--- src/rtl/cpu_pkg.sv ---
`default_nettype none
// ============================================================================
// Module      : cpu_pkg
// Description : Shared types and constants for the RV32 CPU front end.
// Revision    : 1.0 - initial release
// ============================================================================
package cpu_pkg;

  localparam int INSTR_W = 32;

  localparam logic [INSTR_W-1:0] NOP_INSTR = 32'h0000_0013;

  // Fetch stage state encoding
  typedef enum logic [1:0] {
    S_IDLE  = 2'd0,
    S_REQ   = 2'd1,
    S_VALID = 2'd2,
    S_DROP  = 2'd3
  } fetch_state_t;

endpackage : cpu_pkg
`default_nettype wire

--- src/rtl/branch_target_adder.sv ---
`default_nettype none
// ============================================================================
// Module      : branch_target_adder
// Description : Combinational pc + (imm << 1) with a word-misalignment flag.
//               The immediate holds a halfword offset, so it is scaled by two.
//               The sum wraps modulo 2^ADDR_W.
// Revision    : 1.0 - initial release
// ============================================================================
module branch_target_adder
  import cpu_pkg::*;
#(
  parameter int ADDR_W = 32
) (
  input  logic [ADDR_W-1:0]  pc_i,
  input  logic [INSTR_W-1:0] imm_i,
  output logic [ADDR_W-1:0]  target_o,
  output logic               misalign_o
);

  logic [INSTR_W-1:0] w_imm_sh;

  // Scale the halfword offset to bytes and add to the branching PC
  always_comb begin
    w_imm_sh   = imm_i << 1;
    target_o   = pc_i + ADDR_W'(w_imm_sh);
    misalign_o = target_o[1];
  end

endmodule : branch_target_adder
`default_nettype wire

--- src/rtl/fetch_unit.sv ---
`default_nettype none
// ============================================================================
// Module      : fetch_unit
// Description : RV32 instruction fetch stage. Owns the PC, issues word
//               requests over a req/ack handshake and hands instructions to
//               decode over valid/ready. Redirects take priority over all
//               other events; a request already in flight is allowed to
//               complete and its data is discarded.
// Revision    : 1.0 - initial release
// ============================================================================
module fetch_unit
  import cpu_pkg::*;
#(
  parameter logic [31:0] RESET_PC = 32'h0000_0000,
  parameter int          ADDR_W   = 32
) (
  input  logic               clk,
  input  logic               rstn,
  output logic               imem_req,
  output logic [ADDR_W-1:0]  imem_addr,
  input  logic               imem_ack,
  input  logic [INSTR_W-1:0] imem_rdata,
  output logic               instr_valid,
  input  logic               instr_ready,
  output logic [INSTR_W-1:0] instr,
  output logic [ADDR_W-1:0]  instr_pc,
  input  logic               redirect_en,
  input  logic [ADDR_W-1:0]  redirect_pc,
  input  logic [INSTR_W-1:0] redirect_imm,
  output logic               misalign_err
);

  localparam logic [ADDR_W-1:0] c_reset_pc = ADDR_W'(RESET_PC);

  fetch_state_t       state_q;
  logic [ADDR_W-1:0]  pc_q;
  logic               imem_req_q;
  logic [ADDR_W-1:0]  imem_addr_q;
  logic               instr_valid_q;
  logic [INSTR_W-1:0] instr_q;
  logic [ADDR_W-1:0]  instr_pc_q;
  logic               misalign_q;

  logic [ADDR_W-1:0]  w_tgt_raw;
  logic               w_tgt_mis;
  logic [ADDR_W-1:0]  tgt_d;

  branch_target_adder #(
    .ADDR_W (ADDR_W)
  ) u_bta (
    .pc_i       (redirect_pc),
    .imm_i      (redirect_imm),
    .target_o   (w_tgt_raw),
    .misalign_o (w_tgt_mis)
  );

  // A misaligned target is forced back onto a word boundary
  always_comb begin
    tgt_d = w_tgt_raw;
    if (w_tgt_mis) begin
      tgt_d[1:0] = 2'b00;
    end
  end

  // Fetch FSM with all handshake outputs registered
  always_ff @(posedge clk or negedge rstn) begin
    if (!rstn) begin
      state_q       <= S_IDLE;
      pc_q          <= c_reset_pc;
      imem_req_q    <= 1'b0;
      imem_addr_q   <= c_reset_pc;
      instr_valid_q <= 1'b0;
      instr_q       <= NOP_INSTR;
      instr_pc_q    <= '0;
      misalign_q    <= 1'b0;
    end else begin
      if (redirect_en && w_tgt_mis) begin
        misalign_q <= 1'b1;
      end

      case (state_q)
        S_IDLE: begin
          if (redirect_en) begin
            pc_q <= tgt_d;
          end else begin
            state_q     <= S_REQ;
            imem_req_q  <= 1'b1;
            imem_addr_q <= pc_q;
          end
        end

        S_REQ: begin
          if (redirect_en) begin
            pc_q <= tgt_d;
            if (imem_ack) begin
              // Data for the old PC is dropped; re-issue at the target
              imem_addr_q <= tgt_d;
            end else begin
              // Outstanding request must finish with addr held stable
              state_q <= S_DROP;
            end
          end else if (imem_ack) begin
            instr_q       <= imem_rdata;
            instr_pc_q    <= pc_q;
            pc_q          <= pc_q + ADDR_W'(4);
            imem_req_q    <= 1'b0;
            instr_valid_q <= 1'b1;
            state_q       <= S_VALID;
          end
        end

        S_VALID: begin
          if (redirect_en) begin
            pc_q          <= tgt_d;
            instr_valid_q <= 1'b0;
            imem_req_q    <= 1'b1;
            imem_addr_q   <= tgt_d;
            state_q       <= S_REQ;
          end else if (instr_ready) begin
            instr_valid_q <= 1'b0;
            imem_req_q    <= 1'b1;
            imem_addr_q   <= pc_q;
            state_q       <= S_REQ;
          end
        end

        S_DROP: begin
          if (redirect_en) begin
            pc_q <= tgt_d;
          end else if (imem_ack) begin
            imem_addr_q <= pc_q;
            state_q     <= S_REQ;
          end
        end

        default: begin
          state_q <= S_IDLE;
        end
      endcase
    end
  end

  assign imem_req     = imem_req_q;
  assign imem_addr    = imem_addr_q;
  assign instr_valid  = instr_valid_q;
  assign instr        = instr_q;
  assign instr_pc     = instr_pc_q;
  assign misalign_err = misalign_q;

endmodule : fetch_unit
`default_nettype wire

--- config.mk ---
export PLATFORM = sky130hd
export DESIGN_NAME = fetch_unit
export DESIGN_NICKNAME = d
export VERILOG_FILES = /design/src/rtl/cpu_pkg.sv /design/src/rtl/branch_target_adder.sv /design/src/rtl/fetch_unit.sv
export SDC_FILE = /design/constraint.sdc
export NUM_CORES = 1
export LEC_CHECK = 0
export ABC_CLOCK_PERIOD_IN_PS = 2600
export BUFFER_PORTS_ARGS = -buffer_cell sky130_fd_sc_hd__buf_2
export CORE_MARGIN = 1.5
export CORE_UTILIZATION = 54
export DETAILED_ROUTE_END_ITERATION = 10
export PLACE_DENSITY_LB_ADDON = 0.05
export SLEW_MARGIN = 10
export SYNTH_ARGS = -nofsm -noshare
export SYNTH_HDL_FRONTEND = slang
export SYNTH_SLANG_ARGS = --single-unit
--- constraint.sdc ---
create_clock -name clk -period 2.6 [get_ports clk]
set_clock_uncertainty 0.15 [all_clocks]
set_input_delay 0.39 -clock clk [delete_from_list [all_inputs] [get_ports clk]]
set_output_delay 0.39 -clock clk [all_outputs]
set_load 0.01 [all_outputs]
==> results.sh, run 1 <==
export IMPL_cts_buffers_inserted=17
export IMPL_rrSetupSlack_ps=180
export IMPL_fin_nets=1146
export IMPL_async_flop_share_pct=100
export IMPL_max_stage_delay_ps=390
export IMPL_leakage_nw=4.68
export IMPL_synth_top_area_share_pct=41.4
export IMPL_via_count=6760
export IMPL_design_area_um2=9790
export IMPL_fin_tns_setup_ps=0
export IMPL_synth_area_leaders="dfrtp_1, mux2_2, ha_1, a21oi_1, nand2_1"
export IMPL_path_class="in2reg"
export IMPL_rsz0062_at_grt="false"
export IMPL_drive_above_1_share_pct=37.9
export IMPL_comb_power_share_pct=43.4
export IMPL_antenna_found_initial=0
export IMPL_fin_cells=1202
export IMPL_hpwl_mm=14.9
export IMPL_power_density_nw_per_um2=1060
export IMPL_gp_congestion=0.906
export IMPL_initial_core_util_pct=55.5
export IMPL_die_y_um=123
export IMPL_drc_errors=0
export IMPL_synthesis_nets=916
export IMPL_syn2layout_area_growth_pct=26.5
export IMPL_top_layer_used="met4"
export IMPL_cap_viol_max_count=0
export IMPL_cp_top_family="compound AO/OA/AOI/OAI gates"
export IMPL_cts_root_buf="clkbuf_16"
export IMPL_clockBufferDepth=2
export IMPL_status="finished clean"
export IMPL_placed_cells=1169
export IMPL_core_um2=13900
export IMPL_final_hold_violation_count=0
export IMPL_routed_wl_met2_mm=9.15
export IMPL_synth_area_per_cell_um2=9.93
export IMPL_ys_warn_count=0
export IMPL_yosysTopAreaCell="dfrtp_1"
export IMPL_post_drt_wl_per_cell_um=16.4
export IMPL_fin_ws_ps=99.6
export IMPL_ys_ff_latch=131
export IMPL_synth_area_um2=7740
export IMPL_crit_required_ps=2730
export IMPL_internal_power_mw=6.39
export IMPL_pwr_share_seq_pct=34.2
export IMPL_synth_distinct_cells=73
export IMPL_grt_start_max_net_pins=85
export IMPL_portBuffers=197
export IMPL_via_per_inst=5.62
export IMPL_drtPass1Iterations=5
export IMPL_place_area_um2=9190
export IMPL_grt_overflow=0
export IMPL_start_kind="input pin"
export IMPL_whs_ps=61.0
export IMPL_p_sw_mw=3.96
export IMPL_grt_pass1_vias=6516
export IMPL_wl_mm=19.7
export IMPL_htreeDepth=4
export IMPL_setup_viol_count_final=0
export IMPL_grtUsageTotal_pct=26.8
export IMPL_ys_seq_area_share_pct=42.4
export IMPL_utilization_pct=70.2
export IMPL_synth_cells=779
export IMPL_post_cts_buffers=0
export IMPL_ir_worst_vdd_mv=0.605
export IMPL_synth_edff_count=0
export IMPL_insertion_delay_ps=410
export IMPL_crit_chain="buf_2 > ha_1 > fa_2 > a21oi_2 > o21ai_1 > nand3_2 > a41oi_2 > a21o_2 > a221o_1 > xnor2_2 > a21oi_2"
export IMPL_post_route_min_period_ps=2500
export IMPL_rows=43
export IMPL_die_area_um2=15100
export IMPL_end_kind="flop"
export IMPL_worstHoldPathType="in2reg"
export IMPL_crit_slowest_cell="fa_2"
export IMPL_antennaDiodeCount=0
export IMPL_cts_sinks=131
export IMPL_clk_pin_slew_ps=60
export IMPL_die_width_um=123
export IMPL_grt_pass1_wl_mm=31.5
export IMPL_crit_buf_inv=1
export IMPL_finalPower_mw=10.3
export IMPL_pre_cts_slack_ps=-326
export IMPL_drv_slew=0
export IMPL_max_freq_mhz=400
export IMPL_p_clk_share_pct=22.4
export IMPL_drt_iter0_drc=457
export IMPL_crit_top_cell="a21oi_2"
export IMPL_route_met3_wl_mm=1.31
export IMPL_min_period_over_period_pct=96.2
export IMPL_switching_share_pct=38.3
export IMPL_pin_count=200
export IMPL_antenna_left=0
export IMPL_met1_length_mm=9.03
export IMPL_critPathMaxFanout=3
export IMPL_cp_data_arrival_time_ps=2630
export IMPL_cts_tree="built"
export IMPL_synth_top_flop_cell="dfrtp_1"
metal layers:
layer | vias up | global-route usage, %
li1 | 3246 | -
met1 | 3224 | 36.4
met2 | 264 | 43.3
met3 | 26 | 6.09
met4 | 0 | 6.98
met5 | - | 0
worst register-to-register path: cells and delay by family, from the launching register on:
kind            cells  cell delay, ps
flops               1             400
xor+xnor            1             170
compound gates      1             120
simple gates        6            1240
fa+ha+maj           1             160
buf+inv             1             110
state kept, by name, summed over array words and instances, names as in the netlist:
| register | count |
|---|---|
| misalign_err | 1 |
| instr | 32 |
| imem_addr | 32 |
| imem_req | 1 |
| state_q | 2 |
| instr_pc | 31 |
| instr_valid | 1 |
| pc_q | 31 |
cell usage after synthesis, drive strengths merged, types with 11 or more instances:
master	number
xor2	24
nor3	11
a221oi	14
nand2	72
a21oi	66
a21o	18
nor2	69
o21ai	46
nand3	24
mux2	64
dfrtp	128
buf	11
clkbuf	31
nand4	12
xnor2	31
inv	13
ha	35
and3	29
cell usage in the layout, fill, tap and decap left out, types with 5 or more instances in the layout:
cell type,synthesis,final
buf_2,5,196
dfrtp_1,128,128
nand2_1,72,72
nor2_1,65,65
mux2_2,64,64
a21oi_1,62,61
buf_4,1,55
o21ai_0,38,38
ha_1,35,35
xnor2_1,30,30
xor2_1,24,24
nand3_1,23,22
and3_1,21,21
a21o_1,17,17
clkbuf_16,0,17
a221oi_1,14,14
inv_1,13,13
nand4_1,11,11
nor3_1,11,11
o21ai_1,6,6
nor2b_1,6,6
and2_1,5,5
a21oi_2,4,5
and3_2,5,5
o211ai_1,5,5
o21bai_1,5,5
mux2i_1,5,5
a2bb2oi_1,5,5
what timing repair did:
item,CTS,global route
resized for setup,0,1
setup endpoints to repair,0,1
endpoints found under the hold margin,128,0
hold buffers,1,0
power groups by stage:
| stage | registers (mW) | logic (mW) | clock network, mW |
|---|---|---|---|
| 2_1_floorplan | 3.79 | 2.43 | 0 |
| 3_3_place_gp | 3.50 | 4.37 | 0 |
| 6_report | 3.53 | 4.49 | 2.32 |
| 4_1_cts | 3.53 | 4.50 | 2.35 |
| 3_5_place_dp | 3.56 | 4.48 | 0 |
| 5_1_grt | 3.63 | 4.96 | 2.44 |
layout make-up:
class	count	area [µm²]
clock inverter	13	136
tap	180	225
sequential	131	3280
inverter	13	48.8
fill	1110	4150
timing repair buffer	255	1460
clock buffer	19	443
multi-input combinational	591	4190
kinds of logic (layout without fill, tap and decap cells):
| logic type | Yosys count | after routing | synth area share, % |
|---|---|---|---|
| compound gates | 189 | 189 | 16.3 |
| mux | 69 | 69 | 9.96 |
| buf+inv | 57 | 300 | 3.77 |
| fa+ha+maj | 36 | 36 | 5.92 |
| flops | 131 | 131 | 42.4 |
| other cells | 1 | 1 | 0.0485 |
| xor+xnor | 55 | 55 | 6.32 |
| simple gates | 241 | 241 | 15.3 |
path summary, 6_finish.rpt:
kind	start	to	depth (start not counted)
worst max-delay path	redirect_pc[1]	pc_q[31]	11
worst min-delay path	imem_rdata[28]	instr[28]	2
worst max register to register	state_q[1]	pc_q[31]	10
worst min register to register	misalign_err	misalign_err	1
max in group asynchronous	rstn	instr[1]	3
min in group asynchronous	rstn	imem_addr[4]	3
Power figures use the tool's default switching activity.
==> run 2: changes to the inputs <==
--- a/config.mk
+++ b/config.mk
@@ -5,10 +5,10 @@
 export SDC_FILE = /design/constraint.sdc
 export NUM_CORES = 1
 export LEC_CHECK = 0
-export ABC_CLOCK_PERIOD_IN_PS = 2600
+export ABC_CLOCK_PERIOD_IN_PS = 2300
 export BUFFER_PORTS_ARGS = -buffer_cell sky130_fd_sc_hd__buf_2
 export CORE_MARGIN = 1.5
-export CORE_UTILIZATION = 54
+export CORE_UTILIZATION = 49
 export DETAILED_ROUTE_END_ITERATION = 10
 export PLACE_DENSITY_LB_ADDON = 0.05
 export SLEW_MARGIN = 10
==> constraint.sdc (replaced) <==
create_clock -name clk -period 2.3 [get_ports clk]
set_clock_uncertainty 0.15 [all_clocks]
set_input_delay 0.345 -clock clk [delete_from_list [all_inputs] [get_ports clk]]
set_output_delay 0.345 -clock clk [all_outputs]
set_load 0.01 [all_outputs]
==> run 2 against run 1 <==
Utilization is 1.2 points lower. Setup slack worse by 63 ps. Count of clock-buffer cells in the layout is 1 lower. Register-to-register slack worse by 140 ps. Non-clock buffer count is 56 higher. Clock power is 16% higher. Critical path type is now reg2reg. Largest cell class unchanged. Highest routed layer unchanged. Power is 19% higher. Sequential power is 13% higher.
==> results.sh, run 2 (synthesis results as in run 1) <==
export IMPL_setup_viol_count_final=0
export IMPL_portBuffers=197
export IMPL_rsz0062_at_grt="true"
export IMPL_pre_cts_slack_ps=-379
export IMPL_final_hold_violation_count=0
export IMPL_design_area_um2=10600
export IMPL_cp_top_family="simple AND/OR/NAND/NOR gates"
export IMPL_die_area_um2=16600
export IMPL_insertion_delay_ps=410
export IMPL_via_count=7059
export IMPL_cts_tree="built"
export IMPL_final_common_cell="buf_2"
export IMPL_end_kind="flop"
export IMPL_antenna_left=0
export IMPL_drt_iter0_drc=564
export IMPL_drc_errors=0
export IMPL_ir_worst_vdd_mv=0.542
export IMPL_antennaDiodeCount=0
export IMPL_grt_overflow=0
export IMPL_leakage_nw=5.00
export IMPL_crit_buf_inv=1
export IMPL_wl_mm=21.5
export IMPL_place_area_um2=9690
export IMPL_max_stage_delay_ps=460
export IMPL_crit_slowest_cell="or3_4"
export IMPL_cts_buffers_inserted=17
export IMPL_cp_data_arrival_time_ps=2450
export IMPL_via_per_inst=5.48
export IMPL_drive_above_1_share_pct=44.8
export IMPL_initial_core_util_pct=50.5
export IMPL_die_y_um=129
export IMPL_crit_chain="inv_2 > ha_4 > and3_4 > and3_4 > nand3_4 > or3_4 > nor2_4 > xor2_2 > nor2_2 > a21oi_1"
export IMPL_grt_pass1_wl_mm=33.8
export IMPL_cap_viol_max_count=0
export IMPL_syn2layout_area_growth_pct=36.7
export IMPL_fin_ws_ps=37.0
export IMPL_status="finished clean"
export IMPL_cts_sinks=131
export IMPL_htreeDepth=4
export IMPL_crit_top_cell="and3_4"
export IMPL_drv_slew=0
export IMPL_pin_count=200
export IMPL_cts_root_buf="clkbuf_16"
export IMPL_antenna_found_initial=0
export IMPL_gp_congestion=0.885
export IMPL_post_route_min_period_ps=2260
export IMPL_rows=45
export IMPL_clk_pin_slew_ps=60
export IMPL_start_kind="flop"
export IMPL_power_density_nw_per_um2=1170
export IMPL_post_drt_wl_per_cell_um=16.7
export IMPL_grtUsageTotal_pct=26.0
export IMPL_grt_start_max_net_pins=58
export IMPL_worstHoldPathType="in2reg"
export IMPL_die_width_um=129
export IMPL_drtPass1Iterations=5
export IMPL_grt_pass1_vias=6782
export IMPL_path_class="reg2reg"
export IMPL_max_freq_mhz=442
export IMPL_fin_nets=1202
export IMPL_clockBufferDepth=2
export IMPL_critPathMaxFanout=5
export IMPL_hpwl_mm=16.2
export IMPL_min_period_over_period_pct=98.4
export IMPL_layout_common_cells="buf_2, dfrtp_1, buf_4, nand2_1, mux2_2"
export IMPL_crit_required_ps=2490
export IMPL_core_um2=15300
-- run 2: timing repair --
action / CTS / global route
buffers inserted: 0 / 3
gates resized for setup: 6 / 50
endpoints found under the setup margin: 10 / 40
hold endpoints to repair: 30 / 0
gates cloned: 0 / 0
hold buffers: 2 / 0
pin swaps: 0 / 18
-- run 2: power by group --
group / internal, mW / switching (mW)
sequential: 3.32 / 0.665
combinational: 2.63 / 3.04
clock: 1.64 / 1.05
total: 7.59 / 4.76
-- run 2: cell type report --
cell class,instances,area [µm²]
clock inverter,14,153
multi-input combinational,591,4460
fill,1231,4740
inverter,13,51.3
sequential,131,3280
tap,211,264
timing repair buffer,311,1920
clock buffer,18,439
-- run 2: worst reg2reg max path, delay by kind of cell (launching register included) --
kind / cells / cell delay [ps]
buf+inv: 1 / 90
simple gates: 6 / 1150
compound gates: 1 / 130
xor+xnor: 1 / 150
fa+ha+maj: 1 / 150
flops: 1 / 390
-- run 2: layer usage --
layer  up-vias  share of wire, %  global-route usage, %
met1      3412                47                   36.8
li1       3356                 -                      -
met2       264                45                   40.8
met5         -                 0                      0
met3        27               5.7                   5.16
met4         0               1.6                   7.01
-- run 2: worst paths after layout --
check | slack [ps] | end | cells past startpoint | startpoint
setup / recovery | 40 | pc_q[27] | 10 | state_q[1]
hold / removal | 10 | instr[15] | 2 | imem_rdata[15]
setup reg to reg | 40 | pc_q[27] | 10 | state_q[1]
hold reg to reg | 310 | misalign_err | 1 | misalign_err
max in group asynchronous | 1040 | instr[1] | 3 | rstn
min in group asynchronous | 260 | instr[16] | 2 | rstn
-- run 2: per-stage QoR --
stage | cells | utilization [%] | hold WS (ps) | total power [mW] | setup TNS (ps)
2_1_floorplan | 779 | - | -101 | 7.04 | -160
3_3_place_gp | 1252 | 63.3 | 155 | 9.27 | -9280
3_5_place_dp | 1252 | 63.3 | 167 | 9.39 | -11540
4_1_cts | 1286 | 67.4 | 0.375 | 12.2 | -0.830
5_1_grt | 1289 | 69.0 | 1.09 | 13.1 | -88.6
6_report | 1289 | 69.0 | 12.0 | 12.3 | 0
==> run 3: changes to the inputs <==
--- a/config.mk
+++ b/config.mk
@@ -8,9 +8,12 @@
 export ABC_CLOCK_PERIOD_IN_PS = 2300
 export BUFFER_PORTS_ARGS = -buffer_cell sky130_fd_sc_hd__buf_2
 export CORE_MARGIN = 1.5
-export CORE_UTILIZATION = 49
+export CORE_UTILIZATION = 50
+export CTS_BUF_LIST = sky130_fd_sc_hd__clkbuf_2 sky130_fd_sc_hd__clkbuf_4 sky130_fd_sc_hd__clkbuf_8
+export CTS_CLUSTER_SIZE = 40
 export DETAILED_ROUTE_END_ITERATION = 10
 export PLACE_DENSITY_LB_ADDON = 0.05
+export RECOVER_POWER = 100
 export SLEW_MARGIN = 10
 export SYNTH_ARGS = -nofsm -noshare
 export SYNTH_HDL_FRONTEND = slang
==> run 3 against run 2 <==
The run now ends with negative setup slack left. Worst hold slack gained 110 ps. Fmax down 1.7%. Critical path type unchanged. Critical path depth stayed put. Flip-flop and latch count unchanged. Non-clock buffer count is 32 higher. Register-to-register slack worse by 40 ps. Power shrank 8.6%. Global-route usage grew 0.79 points. Via count up 1.0%.
==> results.sh, run 3 (synthesis results as in run 1) <==
export IMPL_power_density_nw_per_um2=1090
export IMPL_p_clk_share_pct=17.4
export IMPL_start_kind="flop"
export IMPL_post_drt_wl_per_cell_um=16.7
export IMPL_grtUsageTotal_pct=26.8
export IMPL_ir_worst_vdd_mv=0.459
export IMPL_pwr_share_seq_pct=35.4
export IMPL_final_hold_violation_count=0
export IMPL_status="complete, but fails checks"
export IMPL_antennaDiodeCount=0
export IMPL_final_common_cell="dfrtp_1"
export IMPL_worstHoldPathType="in2reg"
export IMPL_fin_cells=1298
export IMPL_die_area_um2=16200
export IMPL_drive_above_1_share_pct=33.2
export IMPL_syn2layout_area_growth_pct=33.4
export IMPL_violations="negative setup slack"
export IMPL_hp_start="redirect_imm[0]"
export IMPL_htreeDepth=4
export IMPL_drt_iter0_drc=395
export IMPL_hpwl_mm=16.1
export IMPL_core_um2=15100
export IMPL_fin_ws_ps=-3.17
export IMPL_leakage_nw=4.72
export IMPL_antenna_found_initial=0
export IMPL_clk_pin_slew_ps=80
export IMPL_cts_tree="built"
export IMPL_hold_depth=3
export IMPL_cts_sinks=131
export IMPL_wl_mm=21.6
export IMPL_utilization_pct=68.2
export IMPL_insertion_delay_ps=440
export IMPL_post_route_min_period_ps=2300
export IMPL_comb_power_share_pct=47.3
export IMPL_switching_share_pct=41.0
export IMPL_crit_required_ps=2510
export IMPL_gp_congestion=0.891
export IMPL_clockBufferDepth=2
export IMPL_antenna_left=0
export IMPL_drtPass1Iterations=5
export IMPL_grt_start_max_net_pins=40
export IMPL_drc_errors=0
export IMPL_initial_core_util_pct=51.1
export IMPL_reg2reg_to="pc_q[31]"
export IMPL_min_delay_worst_endpoint="misalign_err"
export IMPL_cp_data_arrival_time_ps=2520
export IMPL_rrSetupSlack_ps=-3
export IMPL_cts_buffers_inserted=17
export IMPL_rsz0062_at_grt="true"
export IMPL_die_y_um=127
export IMPL_die_width_um=127
export IMPL_pre_cts_slack_ps=-410
export IMPL_layout_common_cells="dfrtp_1, buf_4, buf_2, clkbuf_1, nand2_1"
export IMPL_worst_slew_pin_slew_ps=858
export IMPL_pin_count=200
export IMPL_grt_pass1_wl_mm=34.4
export IMPL_end_kind="flop"
export IMPL_fin_nets=1234
export IMPL_drv_slew=0
export IMPL_min_period_over_period_pct=100
export IMPL_max_slew_margin_pct=42.8
export IMPL_critPathMaxFanout=5
export IMPL_internal_power_mw=6.66
export IMPL_rows=45
export IMPL_setup_viol_count_final=1
export IMPL_r2r_start="state_q[1]"
export IMPL_via_per_inst=5.49
export IMPL_cap_viol_max_count=0
export IMPL_via_count=7130
export IMPL_p_sw_mw=4.63
export IMPL_grt_pass1_vias=6868
export IMPL_grt_overflow=0
export IMPL_r2r_cells=10
export IMPL_path_class="reg2reg"
export IMPL_portBuffers=197
export IMPL_cts_root_buf="clkbuf_8"
export IMPL_max_freq_mhz=434
export IMPL_placed_cells=1230
-- run 3: repair_timing --
action | 4_1_cts | 5_1_grt
endpoints found under the setup margin | 4 | 36
setup buffers | 0 | 3
pin swaps | 0 | 11
gates resized for setup | 1 | 23
hold buffers | 33 | 0
endpoints found under the hold margin | 57 | 0
-- run 3: layout make-up --
class	count	area (µm²)
Clock inverter	14	150
Clock buffer	18	248
Multi-Input combinational cell	591	4290
Sequential cell	131	3280
Inverter	13	48.8
Tap cell	188	235
Timing Repair Buffer	343	2070
Fill cell	1283	4820
-- run 3: power by group through the flow --
stage                     clock, mW  sequential, mW  combinational, mW
after floorplan                   0            4.28               2.76
after global placement            0            3.94               5.26
after detailed placement          0            4.00               5.34
after CTS                      2.00            3.96               5.41
after global routing           2.10            4.11               5.85
final                          1.96            3.99               5.34
-- run 3: stage by stage --
step | setup TNS, ps | power [mW] | cell area, µm² | hold slack [ps]
3_5_place_dp | -11890 | 9.34 | 9650 | 152
4_1_cts | 0 | 11.4 | 10400 | 98.5
2_1_floorplan | -160 | 7.04 | 7780 | -101
5_1_grt | -124 | 12.1 | 10300 | 108
6_report | -3.17 | 11.3 | 10300 | 120
3_3_place_gp | -9790 | 9.20 | 9650 | 146
-- run 3: per-layer routing --
metal | vias up | share of wire [%] | wire length, µm | track usage, %
met3 | 25 | 6.7 | 1460 | 5.36
li1 | 3428 | - | - | -
met1 | 3395 | 46 | 9940 | 37.7
met5 | - | 0 | 0 | 0
met2 | 282 | 46 | 9930 | 42.5
met4 | 0 | 1.4 | 303 | 6.62
-- run 3: worst max-delay path by stage --
stage                              start             to  slack, ps  depth (start not counted)
after floorplan           redirect_pc[1]       pc_q[31]        -60                         10
after global placement    redirect_pc[1]  imem_addr[31]       -340                         11
after detailed placement  redirect_pc[1]       pc_q[31]       -410                         11
after CTS                     state_q[1]       pc_q[31]         10                         10
after global routing          state_q[1]  imem_addr[30]        -50                         10
final                         state_q[1]       pc_q[31]         -3                         10
-- run 3: critical path, stage by stage, from the launching register on --
cell     delay [ps]
dfrtp_1         400
inv_2            70
ha_2            170
and3_1          160
and3_4          190
nand3_2         100
or3_4           460
nor2_4          110
xor2_1          190
nor2_1           90
a21oi_2         140
